File: src/rtl/vram_pkg.sv
// Shared VRAM scan types and default sizes for the display-side VRAM reader.
package vram_pkg;

    localparam int unsigned VRAM_ADDR_W      = 13;
    localparam int unsigned VRAM_DATA_W      = 32;
    localparam int unsigned VRAM_FRAME_WORDS = 4800;

    typedef enum logic [1:0] {
        IDLE  = 2'd0,
        FETCH = 2'd1,
        DRAIN = 2'd2
    } scan_state_t;

    typedef logic [VRAM_DATA_W-1:0] vram_word_t;

endpackage

File: src/rtl/vram_scan_fifo.sv
// Synchronous FIFO holding {sof, data} entries between VRAM capture and the pixel port.
module vram_scan_fifo #(
    parameter int unsigned WIDTH = 33,
    parameter int unsigned DEPTH = 4,
    localparam int unsigned PTR_W = $clog2(DEPTH),
    localparam int unsigned CNT_W = $clog2(DEPTH + 1)
) (
    input  logic             clk,
    input  logic             rst,
    input  logic             push,
    input  logic [WIDTH-1:0] push_data,
    input  logic             pop,
    output logic [WIDTH-1:0] head,
    output logic [CNT_W-1:0] count,
    output logic             empty
);

    logic [WIDTH-1:0] mem [DEPTH];
    logic [PTR_W-1:0] wr_ptr;
    logic [PTR_W-1:0] rd_ptr;
    logic             full;
    logic             push_ok;
    logic             pop_ok;

    assign empty   = (count == '0);
    assign full    = (count == CNT_W'(DEPTH));
    assign pop_ok  = pop && !empty;
    // A push into a full FIFO is only legal when the head leaves in the same cycle.
    assign push_ok = push && (!full || pop_ok);
    assign head    = mem[rd_ptr];

    // Storage write; DEPTH is a power of two so pointers wrap naturally.
    always_ff @(posedge clk) begin
        if (push_ok) begin
            mem[wr_ptr] <= push_data;
        end
    end

    // Pointer and occupancy tracking.
    always_ff @(posedge clk) begin
        if (rst) begin
            wr_ptr <= '0;
            rd_ptr <= '0;
            count  <= '0;
        end else begin
            if (push_ok) begin
                wr_ptr <= wr_ptr + PTR_W'(1);
            end
            if (pop_ok) begin
                rd_ptr <= rd_ptr + PTR_W'(1);
            end
            count <= count + CNT_W'(push_ok) - CNT_W'(pop_ok);
        end
    end

    // The credit scheme upstream must never push into a full FIFO without a pop.
    assert property (@(posedge clk) disable iff (rst) !(push && full && !pop_ok));

endmodule

File: src/rtl/vram_scan_reader.sv
// Display-side VRAM scan reader: issues credit-limited word reads across one frame and
// streams the returned words in address order over a valid/ready pixel interface.
// Optional feature macro VRAM_SCAN_UNDERRUN_CNT_EN adds the underrun_cnt output.
module vram_scan_reader
    import vram_pkg::*;
#(
    parameter int unsigned ADDR_W      = VRAM_ADDR_W,
    parameter int unsigned DATA_W      = VRAM_DATA_W,
    parameter int unsigned FRAME_WORDS = VRAM_FRAME_WORDS,
    parameter int unsigned RD_LAT      = 1,
    parameter int unsigned FIFO_DEPTH  = 4
) (
    input  logic              clk,
    input  logic              rst,
    input  logic              start,
    output logic [ADDR_W-1:0] vram_addr,
    output logic              vram_load,
    input  logic [DATA_W-1:0] vram_data,
    output logic              pix_valid,
    output logic [DATA_W-1:0] pix_data,
    output logic              pix_sof,
    input  logic              pix_ready,
    output logic              busy,
    output logic              frame_done
`ifdef VRAM_SCAN_UNDERRUN_CNT_EN
    ,
    output logic [15:0]       underrun_cnt
`endif
);

    localparam int unsigned CNT_W = $clog2(FIFO_DEPTH + 1);
    localparam int unsigned SUM_W = CNT_W + 1;
    localparam logic [ADDR_W-1:0] LAST_ADDR = ADDR_W'(FRAME_WORDS - 1);

    scan_state_t       state;
    scan_state_t       state_next;
    logic              load_next;
    logic [ADDR_W-1:0] addr_next;
    logic              done_next;

    logic [CNT_W-1:0]  inflight;
    logic [CNT_W-1:0]  inflight_next;
    logic [SUM_W-1:0]  sum_next;

    logic [RD_LAT-1:0] ret_v_sr;
    logic [RD_LAT-1:0] ret_sof_sr;
    logic              ret_valid;
    logic              ret_sof;

    logic [CNT_W-1:0]  fifo_count;
    logic              fifo_empty;
    logic [DATA_W:0]   fifo_head;
    logic              pop;

    assign ret_valid = ret_v_sr[RD_LAT-1];
    assign ret_sof   = ret_sof_sr[RD_LAT-1];
    assign pix_valid = !fifo_empty;
    assign pix_data  = fifo_head[DATA_W-1:0];
    assign pix_sof   = fifo_head[DATA_W];
    assign pop       = pix_valid && pix_ready;

    // Loads issued but not yet captured, and the credit total seen by next cycle's issue decision.
    assign inflight_next = inflight + CNT_W'(vram_load) - CNT_W'(ret_valid);
    assign sum_next      = SUM_W'(fifo_count) + SUM_W'(inflight) + SUM_W'(vram_load) - SUM_W'(pop);

    // Output buffer; capture writes the tagged return word in the cycle it arrives.
    vram_scan_fifo #(
        .WIDTH (DATA_W + 1),
        .DEPTH (FIFO_DEPTH)
    ) u_fifo (
        .clk       (clk),
        .rst       (rst),
        .push      (ret_valid),
        .push_data ({ret_sof, vram_data}),
        .pop       (pop),
        .head      (fifo_head),
        .count     (fifo_count),
        .empty     (fifo_empty)
    );

    // Return tagging: valid/sof ride a RD_LAT-deep shift register alongside the VRAM access.
    always_ff @(posedge clk) begin
        if (rst) begin
            ret_v_sr   <= '0;
            ret_sof_sr <= '0;
        end else begin
            ret_v_sr[0]   <= vram_load;
            ret_sof_sr[0] <= vram_load && (vram_addr == '0);
            for (int i = 1; i < RD_LAT; i++) begin
                ret_v_sr[i]   <= ret_v_sr[i-1];
                ret_sof_sr[i] <= ret_sof_sr[i-1];
            end
        end
    end

    // State and registered outputs.
    always_ff @(posedge clk) begin
        if (rst) begin
            state      <= IDLE;
            vram_load  <= 1'b0;
            vram_addr  <= '0;
            busy       <= 1'b0;
            frame_done <= 1'b0;
            inflight   <= '0;
        end else begin
            state      <= state_next;
            vram_load  <= load_next;
            vram_addr  <= addr_next;
            busy       <= (state_next != IDLE);
            frame_done <= done_next;
            inflight   <= inflight_next;
        end
    end

    // Next-state, issue and completion decisions.
    always_comb begin
        state_next = state;
        load_next  = 1'b0;
        addr_next  = vram_addr;
        done_next  = 1'b0;
        case (state)
            IDLE: begin
                if (start) begin
                    state_next = FETCH;
                    load_next  = 1'b1;
                    addr_next  = '0;
                end
            end
            FETCH: begin
                if (vram_load) begin
                    if (vram_addr == LAST_ADDR) begin
                        state_next = DRAIN;
                    end else begin
                        addr_next = vram_addr + ADDR_W'(1);
                    end
                end
                load_next = (state_next == FETCH) && (sum_next < SUM_W'(FIFO_DEPTH));
            end
            DRAIN: begin
                // Last word leaves when the FIFO holds one entry and nothing is still returning.
                if (pop && (fifo_count == CNT_W'(1)) && (inflight == '0)) begin
                    state_next = IDLE;
                    done_next  = 1'b1;
                end
            end
            default: begin
                state_next = IDLE;
            end
        endcase
    end

`ifdef VRAM_SCAN_UNDERRUN_CNT_EN
    // Count busy cycles where the consumer was ready but no word was available.
    always_ff @(posedge clk) begin
        if (rst || ((state == IDLE) && start)) begin
            underrun_cnt <= '0;
        end else if (busy && pix_ready && !pix_valid && (underrun_cnt != 16'hFFFF)) begin
            underrun_cnt <= underrun_cnt + 16'd1;
        end
    end
`endif

endmodule

File: config.mk
export PLATFORM = sky130hd
export DESIGN_NAME = vram_scan_reader
export DESIGN_NICKNAME = d
export VERILOG_FILES = /design/src/rtl/vram_pkg.sv /design/src/rtl/vram_scan_fifo.sv /design/src/rtl/vram_scan_reader.sv
export SDC_FILE = /design/constraint.sdc
export NUM_CORES = 1
export LEC_CHECK = 0
export CAP_MARGIN = 20
export CORE_MARGIN = 3
export CORE_UTILIZATION = 50
export DETAILED_ROUTE_END_ITERATION = 12
export PLACE_DENSITY_LB_ADDON = 0.05
export SLEW_MARGIN = 25
export SYNTH_ARGS = -nofsm -noshare
export SYNTH_HDL_FRONTEND = slang
export SYNTH_SLANG_ARGS = --single-unit
export TNS_END_PERCENT = 100
File: constraint.sdc
create_clock -name clk -period 4.2 [get_ports clk]
set_input_delay 0.63 -clock clk [delete_from_list [all_inputs] [get_ports clk]]
set_output_delay 0.63 -clock clk [all_outputs]
set_load 0.005 [all_outputs]
**After elaboration in Yosys (flattened, before gate mapping)**

Memories as Yosys holds them, arrays and structs flattened. A register that Yosys moved wholly into a read port is not among the register bits.
Cells that the tools add are included.

- Memories: 1
- Output and inout port bits: 50
- Flip-flop bits (word level): 30
- RAM bits: 132
- Logic and storage cells: 68
- Input port bits: 36

- Eq/ne operators: 9
- Bitwise operators: 1
- Add/subtract/negate cells: 10
- Mux-type cells: 17
- Reduce and logical (&&, ||, !) cells: 18
- Order comparisons: 1

Memories:

| name | depth | bits a word | rd ports | clocked after memory_dff | write ports | RTL line | source |
|---|---|---|---|---|---|---|---|
| u_fifo.mem | 4 | 33 | 1 | 1 | 1 | vram_scan_fifo.sv:18 | `logic [WIDTH-1:0] mem [DEPTH];` |

Operators with widths:

| cell | count |
|---|---|
| 13-bit 2-to-1 mux | 3 |
| 13-bit case mux with 2 select lines | 1 |
| 2-bit 2-to-1 mux | 7 |
| 13-bit by 1-bit adder with 13-bit output, second input constant | 1 |
| 13-bit == test, second input constant | 1 |
| 13-bit zero test | 1 |
| 1-bit logical AND | 7 |
| 3-bit by 1-bit adder with 3-bit output | 2 |
| 3-bit zero test | 2 |
| 2-bit != test, second input constant | 3 |
| 2-bit case mux with 3 select lines | 1 |
| 3-bit by 1-bit subtractor with 3-bit output | 2 |
| 2-bit by 1-bit adder with 2-bit output, second input constant | 2 |
| 3-bit by 3-bit adder with 4-bit output | 1 |
| 4-bit by 1-bit adder with 4-bit output | 1 |
| 2-bit by 1-bit == test with 1-bit output, second input constant | 2 |
| 4-bit by 3-bit less-than comparator with 1-bit output, second input constant | 1 |
| 1-bit 2-to-1 mux | 4 |
| 4-bit AND reduction | 1 |
| 2-bit nonzero test | 2 |
| 4-bit by 1-bit subtractor with 4-bit output | 1 |
| 3-bit by 1-bit == test with 1-bit output, second input constant | 1 |
| 3-bit == test, second input constant | 1 |
| 2-bit == test, second input constant | 1 |
| 6 further kinds | 7 |

**Logic depth before layout (Yosys ltp)**

- Word-level depth: 8
- Mapped depth: 9
- Mapped depth without buffers: 9

**Cells and area by module**

From an unflattened synthesis, not the netlist that was laid out.

- Cells, all modules: 374
- Area total of the unflattened synthesis: 6530.0 um^2

Modules (own cells, without submodules):

| module | cells an instance | seq. area each (um^2) | instances | area each (um^2) |
|---|---|---|---|---|
| vram_scan_fifo | 223 | 4144.0 | 1 | 5218.8 |
| vram_scan_reader | 151 | 460.4 | 1 | 1311.3 |

**Worst setup path before layout**

OpenSTA, ideal clock, no wires.

- Path kind: input port to flip-flop
- Start: in pix_ready
- End: reg vram_load
- Required time: 4.113 ns
- Path slack: 2.024 ns
- Setup time: 0.087 ns
- Cell stages on the path: 8
- Path buffers: 0
- Data arrival time: 2.089 ns
- Cells stage by stage: o31a_1 ha_1 inv_1 ha_1 a211o_1 a31oi_1 xnor2_1 o31ai_1

- Word-level cells in the longest chain between the ends: 5

Ends and longest elaborated chain:

| item | RTL line | source |
|---|---|---|
| start: declaration | vram_scan_reader.sv:22 | `input logic pix_ready,` |
| 1-bit logical AND | vram_scan_reader.sv:60 | `assign pop = pix_valid && pix_ready;` |
| 4-bit by 1-bit subtractor with 4-bit output | vram_scan_reader.sv:64 | `assign sum_next = SUM_W'(fifo_count) + SUM_W'(inflight) + SUM_W'(vram_load) - SUM_W'(pop);` |
| 4-bit by 3-bit less-than comparator with 1-bit output | vram_scan_reader.sv:137 | `load_next = (state_next == FETCH) && (sum_next < SUM_W'(FIFO_DEPTH));` |
| 1-bit logical AND | vram_scan_reader.sv:137 |  |
| 1-bit case mux with 2 select lines | vram_scan_reader.sv:121 | `case (state)` |
| end signal: assignment | vram_scan_reader.sv:107 | `vram_load <= load_next;` |
| end: declaration | vram_scan_reader.sv:17 | `output logic vram_load,` |

Every way passes these cells.
A chain may end at the register's enable or synchronous reset.

==> flow_summary.yaml <==
outcome:
  outcome: "complete, no violations"
timing:
  final_hold_viol_count: 0
  rsz0062_at_grt: "false"
  max_freq_mhz: 310
  finalCritPeriodShare: 0.768
  drv_slew: 0
  max_slew_margin: 0.394
  finalSetupViolCount: 0
  worst_pin_slew_ns: 0.908
  min_period_ns: 3.23
  fin_ws_ns: 0.973
  setup_tns_ns: 0
  fin_skew_ns: 0.00823
yosys:
  synth.area.top_cells: "edfxtp_1 61%, mux4_2 11%, dfxtp_1 9.9%"
  ys_async_sr_fraction: 0
  syn_inst: 372
  synth_edf_count: 132
  yosys-top-cells-count: "132 x edfxtp_1, 33 x mux4_2, 32 x dfxtp_1"
  synth_cell_types: 42
  syn_area_um2: 6490
  yosys.area.top_type: "edfxtp_1"
  yosysMostFrequentCell: "edfxtp_1"
  synth-seq-area-share: 0.709
  ys_ff_latch: 164
  syn-num-nets: 426
  ys.flop_type: "edfxtp_1"
  yosys_warnings: 0
  avgSynthCellArea_um2: 17.5
  synth_top_area_frac: 0.610
min_path:
  hp-start: "ret_sof"
  min_path_type: "reg2reg"
  holdPathEnd: "u_fifo.mem[2][32]"
  hold_depth: 0
floorplanning:
  ios: 86
  design.core.area_um2: 12700
  die_x_um: 120
  num_rows: 41
  start_util: 0.513
  die_area_um2: 14400
  chipHeight_um: 120
setup_path:
  rr_worst_depth: 8
  rrSetupSlack_ns: 1.97
  path_class: "reg2out"
  worst_r2r_startpoint: "u_fifo.count[0]"
  crit_required_ns: 3.57
  crit_path_max_fanout: 24
  cp_data_arrival_time_ns: 2.60
  r2r-end: "vram_load"
  endpoint_kind: "primary output"
  start_kind: "flip-flop"
pwr:
  leakage_nw: 2.66
  total_power_mw: 4.40
  power_density_nw_per_um2: 544
  vdd_drop_max_mv: 0.298
clock_tree:
  cts_tree: "built"
  post_cts_buffers: 0
  cts_root_buf: "clkbuf_16"
  clk_pin_slew_ns: 0.06
  clock_sinks: 164
  numCtsBuffers: 17
  cts_buffer_depth: 2
  clkLatencyLatePin_ns: 0.41
  htree_levels: 4
  hold_buffers: 0
  cts_resized: 0
place:
  gp_congestion: 0.836
  dpl.hpwl_mm: 7.00
  portBuffers: 85
  post-place-ws_ns: 1.30
  dpl_cell_area_um2: 7520
layout:
  nets: 518
  syn_to_final_growth_pct: 24.5
  final_layout_size_suffix_gt1_frac: 0.151
  design_area_um2: 8090
  diodes: 0
global_routing:
  grt_overflow: 0
  grt_max_degree: 34
  grt_pass1_vias: 3504
  grt_usage: 0.164
  antenna_found_initial: 0
  grt_pass1_wl_mm: 18.0
detailed_routing:
  drc: 0
  final_antenna_net_count: 0
  dr_total_vias: 3442
  drt-initial-drc-count: 308
  wirelength_mm: 11.3
  vias_per_cell: 5.30
  drtPass1Iterations: 5
  wire_per_inst_um: 17.4
job:
  maxCapViolCount: 0
-- metrics by stage --
step	util	hold WS [ns]	cells
global placement	0.593	0.448	617
finish	0.638	0.496	649
detailed placement	0.594	0.478	617
floorplan	-	0.438	372
global route	0.638	0.510	649
CTS	0.638	0.493	649
-- state kept, by name, indices dropped and copies added, names as in the netlist, 2 cells and up, named ones only --
| register | cells |
|---|---|
| inflight | 3 |
| state | 2 |
| u_fifo.count | 3 |
| u_fifo.mem | 132 |
| u_fifo.rd_ptr | 2 |
| u_fifo.wr_ptr | 2 |
| vram_addr | 13 |
-- power breakdown --
part	internal [mW]	switching, mW
sequential	1.86	0.127
combinational	0.618	0.349
clock	0.882	0.564
total	3.36	1.04
-- cell families (layout without fill, tap and decap cells) --
group	Yosys count	count (layout)	share of synthesized area
AO/OA/AOI/OAI	33	33	0.0331
buffers and inverters	37	142	0.0235
adder cells (fa/ha/maj)	18	18	0.0370
multiplexers	39	39	0.124
flip-flops	164	164	0.709
AND/OR/NAND/NOR	73	73	0.0622
XOR/XNOR	8	8	0.0108
-- cell type report --
cell class / count / area, um2
inverters: 23 / 86.3
flip-flops and latches: 164 / 4610
repair buffers: 87 / 866
well taps: 172 / 215
fillers: 970 / 4580
clock inverters: 4 / 18.8
multi-input cells: 171 / 1750
clock buffers: 28 / 548
-- metal layers --
metal / global-route usage / wire (um) / up-vias
met1: 0.216 / 4930 / 1713
met3: 0.0448 / 523 / 10
met2: 0.261 / 5720 / 69
met4: 0.0687 / 114 / 0
met5: 0 / 0 / -
li1: - / - / 1650
-- critical path, cell delays in order (launching register included) --
cell             delay, ns
dfxtp_2               0.89
buf_4                 0.31
mux4_2                0.52
clkdlybuf4s50_1       0.46
-- how the worst max path moves through the flow --
stage          startpoint            to  slack, ns  depth (start not counted)
2_1_floorplan   pix_ready     vram_load       2.02                          8
3_3_place_gp    flip-flop  pix_data[28]       1.32                          3
3_5_place_dp    flip-flop  pix_data[28]       1.30                          3
4_1_cts         flip-flop  pix_data[28]       0.85                          3
5_1_grt         flip-flop  pix_data[28]       0.72                          3
6_report        flip-flop  pix_data[28]       0.97                          3
-- cells in the final DEF, fill, tap and decap left out, drive strengths merged, types with 5 or more instances in the layout --
| cell type | instances |
|---|---|
| xnor2 | 7 |
| o31ai | 7 |
| inv | 23 |
| clkbuf | 28 |
| a21oi | 12 |
| clkdlybuf4s50 | 85 |
| mux2i | 5 |
| or4 | 8 |
| dfxtp | 32 |
| nor2 | 15 |
| mux4 | 33 |
| ha | 16 |
| nand2 | 10 |
| edfxtp | 132 |
| nand3 | 9 |
No activity file was read; power rests on OpenSTA's default activity.
